$ cat config.mk
export PLATFORM = sky130hd
export DESIGN_NAME = imem_loader
export DESIGN_NICKNAME = d
export VERILOG_FILES = /design/src/rtl/imem_loader_pkg.sv /design/src/rtl/imem_loader.sv
export SDC_FILE = /design/constraint.sdc
export NUM_CORES = 1
export LEC_CHECK = 0
export CAP_MARGIN = 20
export CORE_MARGIN = 3
export CORE_UTILIZATION = 50
export DETAILED_ROUTE_END_ITERATION = 12
export HOLD_SLACK_MARGIN = 0.05
export PLACE_DENSITY = 0.78
export SLEW_MARGIN = 40
export SYNTH_ARGS = -nofsm -noshare
export SYNTH_HDL_FRONTEND = slang
export SYNTH_SLANG_ARGS = --single-unit
$ cat constraint.sdc
create_clock -name clk -period 5 [get_ports clk]
set_input_delay 1.25 -clock clk [delete_from_list [all_inputs] [get_ports clk]]
set_output_delay 1.25 -clock clk [all_outputs]
set_load 0.005 [all_outputs]
$ cat src/rtl/imem_loader_pkg.sv
// Shared constants and state encoding for the instruction-memory loader.
// Defining IMEM_LOADER_CHECKSUM_EN adds the trailing XOR checksum byte and its CSUM state.
package imem_loader_pkg;

   // Defaults tied to the instruction ROM: one word per row, word index = pc[4:1].
   localparam int IMEM_ADDR_W = 4;
   localparam int IMEM_DEPTH  = 15;
   localparam int IMEM_WORD_W = 16;

   typedef enum logic [2:0] {
      ST_IDLE = 3'd0,
      ST_LEN  = 3'd1,
      ST_HI   = 3'd2,
      ST_LO   = 3'd3,
`ifdef IMEM_LOADER_CHECKSUM_EN
      ST_CSUM = 3'd4,
`endif
      ST_DONE = 3'd5,
      ST_ERR  = 3'd6
   } state_t;

endpackage

$ cat src/rtl/imem_loader.sv
// Byte-stream loader for the writable instruction RAM: length byte, N high/low word pairs,
// optional XOR checksum (IMEM_LOADER_CHECKSUM_EN); holds the core while loading.
module imem_loader
   import imem_loader_pkg::*;
#(
   parameter int ADDR_W = IMEM_ADDR_W,
   parameter int DEPTH  = IMEM_DEPTH,
   parameter int WORD_W = IMEM_WORD_W
) (
   input  logic              clk,
   input  logic              rst_n,
   input  logic              start,
   input  logic [7:0]        byte_in,
   input  logic              byte_valid,
   output logic              byte_ready,
   output logic              imem_we,
   output logic [ADDR_W-1:0] imem_addr,
   output logic [WORD_W-1:0] imem_wdata,
   output logic              cpu_hold,
   output logic              cpu_pc_rst,
   output logic              done,
   output logic              err,
   output logic [ADDR_W-1:0] word_count
);

   state_t            state;
   logic [ADDR_W-1:0] len;
   logic [ADDR_W-1:0] addr;
   logic [7:0]        hi_byte;
`ifdef IMEM_LOADER_CHECKSUM_EN
   logic [7:0]        csum;
`endif
   logic              xfer;
   logic              last_word;

   assign xfer      = byte_valid && byte_ready;
   // word_count still lags by the in-flight write, so this compares the word being taken now.
   assign last_word = (word_count + ADDR_W'(1)) == len;
   assign imem_addr = addr;

   // NOTE: state uses non-blocking assignments only, so every branch below reads pre-edge values.
   always_ff @(posedge clk or negedge rst_n) begin
      if (!rst_n) begin
         state      <= ST_IDLE;
         len        <= '0;
         addr       <= '0;
         hi_byte    <= '0;
`ifdef IMEM_LOADER_CHECKSUM_EN
         csum       <= '0;
`endif
         byte_ready <= 1'b0;
         imem_we    <= 1'b0;
         imem_wdata <= '0;
         cpu_hold   <= 1'b0;
         cpu_pc_rst <= 1'b0;
         done       <= 1'b0;
         err        <= 1'b0;
         word_count <= '0;
      end else begin
         imem_we    <= 1'b0;
         cpu_pc_rst <= 1'b0;
         // The write retires here, overlapping whichever byte the FSM takes this cycle.
         if (imem_we) begin
            addr       <= addr + ADDR_W'(1);
            word_count <= word_count + ADDR_W'(1);
         end

         case (state)
            ST_IDLE, ST_DONE, ST_ERR: begin
               if (start) begin
                  state      <= ST_LEN;
                  byte_ready <= 1'b1;
                  cpu_hold   <= 1'b1;
                  done       <= 1'b0;
                  err        <= 1'b0;
                  word_count <= '0;
                  addr       <= '0;
`ifdef IMEM_LOADER_CHECKSUM_EN
                  csum       <= '0;
`endif
               end
            end
            ST_LEN: begin
               if (xfer) begin
                  if (byte_in == 8'd0 || byte_in > 8'(DEPTH)) begin
                     state      <= ST_ERR;
                     byte_ready <= 1'b0;
                     err        <= 1'b1;
                  end else begin
                     len   <= byte_in[ADDR_W-1:0];
                     state <= ST_HI;
                  end
               end
            end
            ST_HI: begin
               if (xfer) begin
                  hi_byte <= byte_in;
`ifdef IMEM_LOADER_CHECKSUM_EN
                  csum    <= csum ^ byte_in;
`endif
                  state   <= ST_LO;
               end
            end
            ST_LO: begin
               if (xfer) begin
                  imem_we    <= 1'b1;
                  imem_wdata <= {hi_byte, byte_in};
`ifdef IMEM_LOADER_CHECKSUM_EN
                  csum       <= csum ^ byte_in;
`endif
                  if (!last_word) begin
                     state <= ST_HI;
                  end else begin
`ifdef IMEM_LOADER_CHECKSUM_EN
                     state <= ST_CSUM;
`else
                     // Close the port and park here until the final write retires.
                     byte_ready <= 1'b0;
`endif
                  end
               end
`ifndef IMEM_LOADER_CHECKSUM_EN
               else if (!byte_ready && imem_we) begin
                  state      <= ST_DONE;
                  cpu_hold   <= 1'b0;
                  cpu_pc_rst <= 1'b1;
                  done       <= 1'b1;
               end
`endif
            end
`ifdef IMEM_LOADER_CHECKSUM_EN
            ST_CSUM: begin
               if (xfer) begin
                  byte_ready <= 1'b0;
                  if (byte_in == csum) begin
                     state      <= ST_DONE;
                     cpu_hold   <= 1'b0;
                     cpu_pc_rst <= 1'b1;
                     done       <= 1'b1;
                  end else begin
                     // cpu_hold stays high so the core never runs a corrupt image.
                     state <= ST_ERR;
                     err   <= 1'b1;
                  end
               end
            end
`endif
            default: begin
               state      <= ST_IDLE;
               byte_ready <= 1'b0;
            end
         endcase
      end
   end

endmodule

==> out/summary.txt, run 1 <==
CLOCKING
------------------------------------------------------------------------------------
Num CTS Buffers                                                                    5
Reg clk slew, reported paths                                                   80 ps
Post-cts resize count                                                              0
Worst-Skew Late Latency                                                       290 ps
CTS max path bufs                                                                  2
Setup Fix Bufs, Post-CTS                                                           0
Hold buffer count at CTS                                                           0
Clock Sinks                                                                       45
Library cell used as clock root buffer                                      clkbuf_8
TritonCTS clock tree                                                            done
Max H-tree Level                                                                   2

PWR
------------------------------------------------------------------------------------
Cell leakage power                                                           1.16 nW
Pwr dens                                                                 582 nW/um^2
VDD IR-drop max                                                               343 uV
Total Power                                                                0.00148 W

STA
------------------------------------------------------------------------------------
Headroom to the max-slew limit                                                 0.524
Setup repair after global routing missed its margin                            false
Final Setup Violations                                                             0
Maximum clock frequency                                                      334 MHz
Fin Clk Skew                                                                 6.85 ps
Time the worst path needs with I/O delays and setup                          2990 ps
Pins over their slew limit                                                         0
Fin Setup TNS                                                                   0 ps
Final worst-path cycle share                                                   0.599
Final-report hold violation count                                                  0
Actual slew at the worst max-slew pin                                         709 ps

CELLS AND AREA
------------------------------------------------------------------------------------
Diode insertion count for antenna repair                                           0
Area of combinational cells with multiple inputs                            838 um^2
Sequential cell area                                                       1130 um^2
Fraction of layout cells with a size suffix above 1                            0.141
Filler Cells Inserted                                                            282
Non-Filler Cell Area, Final                                                2550 um^2
Post-route insts no fill                                                         268
Most frequent cells in the layout                                       dfrtp_1 (45), clkdlybuf4s50_1 (40), nand2_1 (31)
Synthesis-to-finish area growth                                                25.8%
Post-layout nets                                                                 234
Commonest non-fill, non-tap cell in the layout                               dfrtp_1

PLACE
------------------------------------------------------------------------------------
IO buf count                                                                      41
DP Wirelength                                                                3000 um
Post-place instance area                                                   2440 um^2
Placed Instances                                                                 261
Final estimated routing congestion in global placement                         0.822

GLOBAL ROUTE
------------------------------------------------------------------------------------
Number of antenna violations at the first check in global routing                  0
Wire length of the first global-routing pass                                 7800 um
Via count of the first global-routing pass                                      1588
Final global-route overflow total                                                  0
Total routing usage reported by global routing                                 0.201
Largest net degree at the start of global routing                                 46

RUN
------------------------------------------------------------------------------------
Max cap viols                                                                      0

DRT
------------------------------------------------------------------------------------
Wire length per cell                                                         16.0 um
Total length of routed wires                                                 4300 um
Post-detailed-route DRC marker count                                               0
Detailed-routing iteration count for the pre-antenna-repair pass                   4
Count of vias placed by the detailed router                                     1453
Remaining antenna violation count after routing                                    0
Initial DRC Count                                                                 95
Via density                                                                     5.42

SYNTH
------------------------------------------------------------------------------------
Yosys warnings                                                                     0
Portion of synthesized cell area occupied by the leading cell type             0.556
Number of nets in the synthesized netlist                                        193
Count of state elements after synthesis                                           45
Avg Cell Area, Syn                                                         11.3 um^2
Cell taking the most area after synthesis                                    dfrtp_1
Fraction of registers with async set/reset                                      1.00
Total standard cell area after synthesis                                   2020 um^2
Sequential-to-total area share from yosys stat                                 0.556
Yosys cell types                                                                  38
Number of synthesized flops with an enable pin                                     0
Post-synthesis instance total                                                    179
Top cells by area, synth                                                dfrtp_1 (56%), mux2_2 (11%), nand2_1 (5.7%)
Synth Flop Type                                                              dfrtp_1

MIN PATH
------------------------------------------------------------------------------------
HP Class                                                                  reg -> reg

FLOORPLANNING
------------------------------------------------------------------------------------
Core Area                                                                  3770 um^2
Die Footprint                                                              4850 um^2
Floorplan die height                                                         69.6 um
Die Width                                                                    69.6 um
Starting utilization of the core area                                          0.537
Number of I/O pins                                                                42
Row cnt                                                                           22

WORST SETUP PATH
------------------------------------------------------------------------------------
Required time worst endpoint                                                 5180 ps
Worst setup path category                                                  in -> reg
Critical path capture point type                                            register
Count of buffering cells on the critical path with inverters included              2
Critical path arrival                                                        3180 ps
Delay contributed by the slowest stage of the critical path                   580 ps
Slowest library cell on the worst path                                         or3_1
Worst-path maximum fanout                                                         17
Worst path most repeated cell                                                nand2_1
Ordered list of cells on the worst path                                 clkdlybuf4s50_1, nand2_1, or3_1, clkinv_1, nand2_1, nand2_1
Cell family with the largest share of critical-path delay               simple AND/OR/NAND/NOR gates
Worst Setup Start Kind                                                    input port

STATUS
------------------------------------------------------------------------------------
Outcome                                                                 complete, no violations

==> final cells by class <==
cell class                      count  area share
Clock inverter                      2      0.0138
Timing Repair Buffer               41       0.160
Multi-Input combinational cell    124       0.329
Inverter                            3     0.00442
Tap cell                           48      0.0236
Sequential cell                    45       0.442
Clock buffer                        5      0.0270
==> cells in the mapped netlist (2+ instances only) <==
cell,instances
o22a_1,2
xor2_1,7
a31oi_1,3
nand3b_1,2
nor2_1,13
o21ai_0,5
ha_1,2
nand2_1,31
mux2_2,19
a21o_1,2
buf_2,3
mux2i_1,2
inv_1,2
nand3_1,6
dfrtp_1,45
nor4_1,2
buf_6,2
nand4_1,4
xnor2_1,6
nor2b_1,2
a21oi_1,2
==> routing by layer <==
layer	global-route usage	share of wire	wire length [um]
met5	0	0	0
met4	0.0553	0.010	43
met3	0.0580	0.040	170
met2	0.335	0.52	2240
met1	0.256	0.43	1850
==> report_power, final <==
| group | leakage, nW | total (W) | internal [W] | switching, W |
|---|---|---|---|---|
| Combinational | 0.531 | 0.000580 | 0.000342 | 0.000238 |
| Sequential | 0.573 | 0.000639 | 0.000507 | 0.000132 |
| Clock | 0.0540 | 0.000263 | 0.000145 | 0.000118 |
==> cells by family after synthesis <==
family | after synthesis | share of synthesized area
and+or+nand+nor | 68 | 0.160
buffers and inverters | 10 | 0.0297
DFF | 45 | 0.556
adders and majority gates | 2 | 0.0124
xor gates and xnor gates | 13 | 0.0562
muxes | 22 | 0.123
AOI/OAI and AO/OA | 19 | 0.0624
==> through the flow <==
step	hold WS [ps]	setup WS [ps]	utilization
detailed placement	455	1700	0.648
CTS	475	2010	0.676
global placement	447	1840	0.647
floorplan	435	2560	-
finish	474	2010	0.676
global route	511	1830	0.676
==> flip-flops by register name, summed over array words and instances, names as in the netlist <==
register    flops
imem_wdata     16
hi_byte         8
imem_addr       4
len             4
word_count      4
state           3
byte_ready      1
cpu_hold        1
cpu_pc_rst      1
done            1
err             1
imem_we         1
==> path summary, 6_finish.rpt <==
path	start	end	slack [ps]	cells past startpoint
worst max-delay path	byte_valid	imem_wdata[8]	2010	6
worst min-delay path	hi_byte[7]	imem_wdata[15]	470	2
worst max register to register	state[2]	imem_wdata[8]	2820	5
worst min register to register	hi_byte[7]	imem_wdata[15]	470	2
max in group asynchronous	rst_n	len[0]	3680	1
min in group asynchronous	rst_n	hi_byte[5]	930	1
==> tightest hold or removal path, stage by stage, from the launching register on <==
cell and delay (ps):
dfrtp_1 350, nand2_1 50, nand2_1 50
No activity file was read; power rests on OpenSTA's default activity.
==> run 2, diff against run 1 <==
==> constraint.sdc (replaced) <==
create_clock -name clk -period 2.9 [get_ports clk]
set_input_delay 0.725 -clock clk [delete_from_list [all_inputs] [get_ports clk]]
set_output_delay 0.725 -clock clk [all_outputs]
set_load 0.005 [all_outputs]
==> out/summary.txt, run 2 (synthesis results as in run 1) <==
STATUS
--------------------------------------------------------------------------------
Outcome                                                             complete, no violations

PLACE
--------------------------------------------------------------------------------
IO buf count                                                                  41
Final estimated routing congestion in global placement                     0.789
DP Wirelength                                                            2930 um

FLOORPLANNING
--------------------------------------------------------------------------------
Starting utilization of the core area                                      0.537
Row cnt                                                                       22
Number of I/O pins                                                            42
Die Width                                                                69.6 um
Die Footprint                                                          4850 um^2
Floorplan die height                                                     69.6 um
Core Area                                                              3770 um^2

CELLS AND AREA
--------------------------------------------------------------------------------
Fraction of layout cells with a size suffix above 1                        0.147
Max FFs per register                                                          16
Diode insertion count for antenna repair                                       0
Most frequent cells in the layout                                   dfrtp_1 (45), clkdlybuf4s50_1 (40), nand2_1 (31)
Top register by number of flip-flops                                  imem_wdata
Filler Cells Inserted                                                        265
Largest registers                                                   imem_wdata: 16 flops, hi_byte: 8 flops
Commonest non-fill, non-tap cell in the layout                           dfrtp_1
Synthesis-to-finish area growth                                            26.0%
Final core utilization                                                     0.676
Post-layout nets                                                             237

PWR
--------------------------------------------------------------------------------
Part of the total power dissipated in sequential elements                  0.446
Power dissipated by switching net loads                               0.000819 W
VDD IR-drop max                                                           488 uV
Pwr dens                                                             965 nW/um^2
Switch share                                                               0.333
Share of power burned in the clock network                                 0.150
P_int                                                                  0.00164 W
Total Power                                                            0.00246 W
Comb pwr share                                                             0.405
Cell leakage power                                                       1.16 nW

CLOCKING
--------------------------------------------------------------------------------
Post-cts resize count                                                          0
Hold buffer count at CTS                                                       0
Reg clk slew, reported paths                                               80 ps
CTS max path bufs                                                              2
TritonCTS clock tree                                                        done
Worst-Skew Late Latency                                                   290 ps
Num CTS Buffers                                                                5
Setup Fix Bufs, Post-CTS                                                       0
Max H-tree Level                                                               2
Clock Sinks                                                                   45
Library cell used as clock root buffer                                  clkbuf_8

WORST SETUP PATH
--------------------------------------------------------------------------------
Worst setup path category                                              in -> reg
Critical path capture point type                                        register
Worst Setup Start Kind                                                input port
Last element of the critical path                                   imem_wdata[15]
Worst flop-to-flop path endpoint                                    imem_wdata[15]
Flop-to-flop setup slack                                                  760 ps
Reg2Reg Depth                                                                  5
Required time worst endpoint                                             3080 ps
Worst flop-to-flop path startpoint                                      state[2]
Critical path arrival                                                    2440 ps
Worst setup path start                                                byte_valid
Worst-path maximum fanout                                                     17

DRT
--------------------------------------------------------------------------------
Total length of routed wires                                             4000 um
Remaining antenna violation count after routing                                0
Count of vias placed by the detailed router                                 1472
Wire length per cell                                                     14.7 um
Via density                                                                 5.41
Post-detailed-route DRC marker count                                           0
Initial DRC Count                                                            143
Detailed-routing iteration count for the pre-antenna-repair pass               4

STA
--------------------------------------------------------------------------------
Fin Setup TNS                                                               0 ps
Time the worst path needs with I/O delays and setup                      2260 ps
Actual slew at the worst max-slew pin                                     647 ps
Maximum clock frequency                                                  443 MHz
Final worst-path cycle share                                               0.779
Final Setup Violations                                                         0
Final-report hold violation count                                              0
Pins over their slew limit                                                     0
Setup repair after global routing missed its margin                        false
Fin Clk Skew                                                             5.55 ps
Headroom to the max-slew limit                                             0.569

MIN PATH
--------------------------------------------------------------------------------
HP Class                                                             in -> async

GLOBAL ROUTE
--------------------------------------------------------------------------------
Wire length of the first global-routing pass                             6960 um
Via count of the first global-routing pass                                  1535
Largest net degree at the start of global routing                             46
Total routing usage reported by global routing                             0.178
Final global-route overflow total                                              0
Number of antenna violations at the first check in global routing              0

RUN
--------------------------------------------------------------------------------
Max cap viols                                                                  0

run 2: changes by cell type in the layout (fill, tap and decap cells not counted):
cell / previous run / this run
clkbuf_1: 0 / 2
buf_4: 1 / 4
bufinv_16: 1 / 0
clkinv_2: 1 / 0
clkinvlp_4: 0 / 1
run 2: final cells by class:
type | count | area [um^2] | area share
Sequential cell | 45 | 1130 | 0.442
Multi-Input combinational cell | 124 | 838 | 0.329
Timing Repair Buffer | 44 | 430 | 0.169
Clock buffer | 7 | 76.3 | 0.0299
Tap cell | 48 | 60.1 | 0.0236
Inverter | 3 | 11.3 | 0.00442
Clock inverter | 1 | 7.51 | 0.00294
run 2: worst max-delay path: stages:
cell	delay (ps)
clkdlybuf4s50_1	400
nand2_1	100
or3_1	530
clkinv_1	430
nand2_1	180
nand2_1	70
run 2: power by group through the flow:
stage | Sequential, W | Combinational, W | Clock (W)
6_report | 0.00110 | 0.000996 | 0.000368
5_1_grt | 0.00114 | 0.00110 | 0.000398
4_1_cts | 0.00110 | 0.00101 | 0.000375
3_5_place_dp | 0.00111 | 0.00100 | 0
3_3_place_gp | 0.00109 | 0.000969 | 0
2_1_floorplan | 0.00104 | 0.000597 | 0
run 2: per-stage QoR:
stage	area [um^2]	cells	hold slack (ps)	worst slack (ps)
2_1_floorplan	2020	179	429	986
6_report	2550	272	423	641
4_1_cts	2550	272	435	651
5_1_grt	2550	272	449	451
3_3_place_gp	2460	264	444	422
3_5_place_dp	2470	264	454	348
run 2: layer usage:
metal | up-vias | global-route usage | wire, um
met2 | 31 | 0.311 | 2050
met1 | 727 | 0.215 | 1770
met5 | - | 0 | 0
li1 | 709 | - | -
met3 | 5 | 0.0391 | 145
met4 | 0 | 0.0638 | 38
run 2: how the worst min path moves through the flow:
stage	end	slack, ps
CTS	imem_wdata[5]	440
detailed placement	imem_wdata[10]	450
finish	imem_wdata[13]	420
global placement	imem_wdata[14]	440
floorplan	byte_ready	430
global route	imem_wdata[5]	450
==> run 3, diff against run 2 <==
==> constraint.sdc (replaced) <==
create_clock -name clk -period 2.09 [get_ports clk]
set_input_delay 0.5225 -clock clk [delete_from_list [all_inputs] [get_ports clk]]
set_output_delay 0.5225 -clock clk [all_outputs]
set_load 0.005 [all_outputs]
==> out/summary.txt, run 3 (synthesis results as in run 1) <==
CELLS AND AREA
------------------------------------------------------------------------------------
Most frequent cells in the layout                                       dfrtp_1 (45), clkdlybuf4s50_1 (40), nand2_1 (31)
Synthesis-to-finish area growth                                                31.1%
Top register by number of flip-flops                                      imem_wdata
Commonest non-fill, non-tap cell in the layout                               dfrtp_1
Diode insertion count for antenna repair                                           0
Largest registers                                                       imem_wdata: 16 flops, hi_byte: 8 flops
Max FFs per register                                                              16
Filler Cells Inserted                                                            269
Fraction of layout cells with a size suffix above 1                            0.188
Post-layout nets                                                                 247
Post-route insts no fill                                                         282

WORST SETUP PATH
------------------------------------------------------------------------------------
Critical path capture point type                                            register
Required time worst endpoint                                                 2270 ps
Flop-to-flop setup slack                                                      300 ps
Worst flop-to-flop path startpoint                                          state[1]
Delay contributed by the slowest stage of the critical path                   580 ps
Worst setup path start                                                    byte_in[1]
Slowest library cell on the worst path                                         or4_4
Ordered list of cells on the worst path                                 clkdlybuf4s50_1, or4_4, nand4b_1, mux2_2
Critical path arrival                                                        2140 ps
Cell family with the largest share of critical-path delay               simple AND/OR/NAND/NOR gates
Worst flop-to-flop path endpoint                                            state[0]
Worst setup path category                                                  in -> reg
Reg2Reg Depth                                                                      6
Worst Setup Start Kind                                                    input port
Count of buffering cells on the critical path with inverters included              1
Worst-path maximum fanout                                                          4

CLOCKING
------------------------------------------------------------------------------------
TritonCTS clock tree                                                            done
Post-cts resize count                                                              0
Setup Fix Bufs, Post-CTS                                                           0
Hold buffer count at CTS                                                           0
Reg clk slew, reported paths                                                   80 ps
CTS max path bufs                                                                  2
Max H-tree Level                                                                   2
Library cell used as clock root buffer                                      clkbuf_8
Worst-Skew Late Latency                                                       290 ps
Clock Sinks                                                                       45
Num CTS Buffers                                                                    5

STA
------------------------------------------------------------------------------------
Headroom to the max-slew limit                                                 0.627
Final worst-path setup slack                                                  128 ps
Actual slew at the worst max-slew pin                                         560 ps
Final Setup Violations                                                             0
Fin Clk Skew                                                                 2.21 ps
Setup repair after global routing missed its margin                            false
Final worst-path cycle share                                                   0.939
Maximum clock frequency                                                      510 MHz
Time the worst path needs with I/O delays and setup                          1960 ps
Fin Setup TNS                                                                   0 ps
Final-report hold violation count                                                  0
Pins over their slew limit                                                         0
Final hold slack                                                              299 ps

STATUS
------------------------------------------------------------------------------------
Outcome                                                                 complete, no violations

DRT
------------------------------------------------------------------------------------
Wire length per cell                                                         15.9 um
Via density                                                                     5.54
Remaining antenna violation count after routing                                    0
Detailed-routing iteration count for the pre-antenna-repair pass                   4
Count of vias placed by the detailed router                                     1563
Total length of routed wires                                                 4490 um
Initial DRC Count                                                                 98
Post-detailed-route DRC marker count                                               0

GLOBAL ROUTE
------------------------------------------------------------------------------------
Largest net degree at the start of global routing                                 46
Final global-route overflow total                                                  0
Total routing usage reported by global routing                                 0.203
Number of antenna violations at the first check in global routing                  0
Wire length of the first global-routing pass                                 7960 um
Via count of the first global-routing pass                                      1672

PWR
------------------------------------------------------------------------------------
Total Power                                                                0.00367 W
VDD IR-drop max                                                               767 uV
Cell leakage power                                                           1.23 nW
Pwr dens                                                                1380 nW/um^2

PLACE
------------------------------------------------------------------------------------
DP Wirelength                                                                3280 um
Placed Instances                                                                 274
DP Worst Slack                                                               -181 ps
Final estimated routing congestion in global placement                         0.764
IO buf count                                                                      41

FLOORPLANNING
------------------------------------------------------------------------------------
Core Area                                                                  3770 um^2
Starting utilization of the core area                                          0.537
Row cnt                                                                           22
Die Footprint                                                              4850 um^2
Number of I/O pins                                                                42
Die Width                                                                    69.6 um
Floorplan die height                                                         69.6 um

MIN PATH
------------------------------------------------------------------------------------
HP Class                                                                 in -> async

RUN
------------------------------------------------------------------------------------
Max cap viols                                                                      0

run 3: cell type report:
| cell class | instances | area [um^2] | share of cell area |
|---|---|---|---|
| clock buffer | 7 | 86.3 | 0.0325 |
| inverter | 3 | 11.3 | 0.00424 |
| sequential | 45 | 1130 | 0.424 |
| tap | 48 | 60.1 | 0.0226 |
| clock inverter | 1 | 30.0 | 0.0113 |
| multi-input combinational | 124 | 838 | 0.316 |
| timing repair buffer | 54 | 503 | 0.189 |
run 3: power by group:
group          switching, W  internal [W]  leakage [nW]
logic              0.000666      0.000874         0.594
clock network      0.000278      0.000390        0.0585
registers          0.000245       0.00122         0.573
run 3: routing by layer:
metal,part of all wire,GRT usage,up-vias,wire length (um)
met5,0,0,-,0
met4,0.0073,0.0511,0,33
met3,0.044,0.0435,4,199
met2,0.55,0.365,46,2480
met1,0.40,0.248,784,1780
li1,-,-,729,-
run 3: worst max path at each step:
stage                     endpoint  depth (start not counted)  slack (ps)
after global routing        len[2]                          4         100
final                       len[2]                          4         130
after CTS                   len[0]                          4         130
after global placement      len[2]                          4         -80
after floorplan             len[0]                          3         380
after detailed placement    len[0]                          4        -180
run 3: through the flow:
stage | util | cell area (um^2)
after global placement | 0.673 | 2540
after global routing | 0.704 | 2660
after floorplan | - | 2020
after detailed placement | 0.673 | 2540
final | 0.704 | 2660
after CTS | 0.704 | 2660
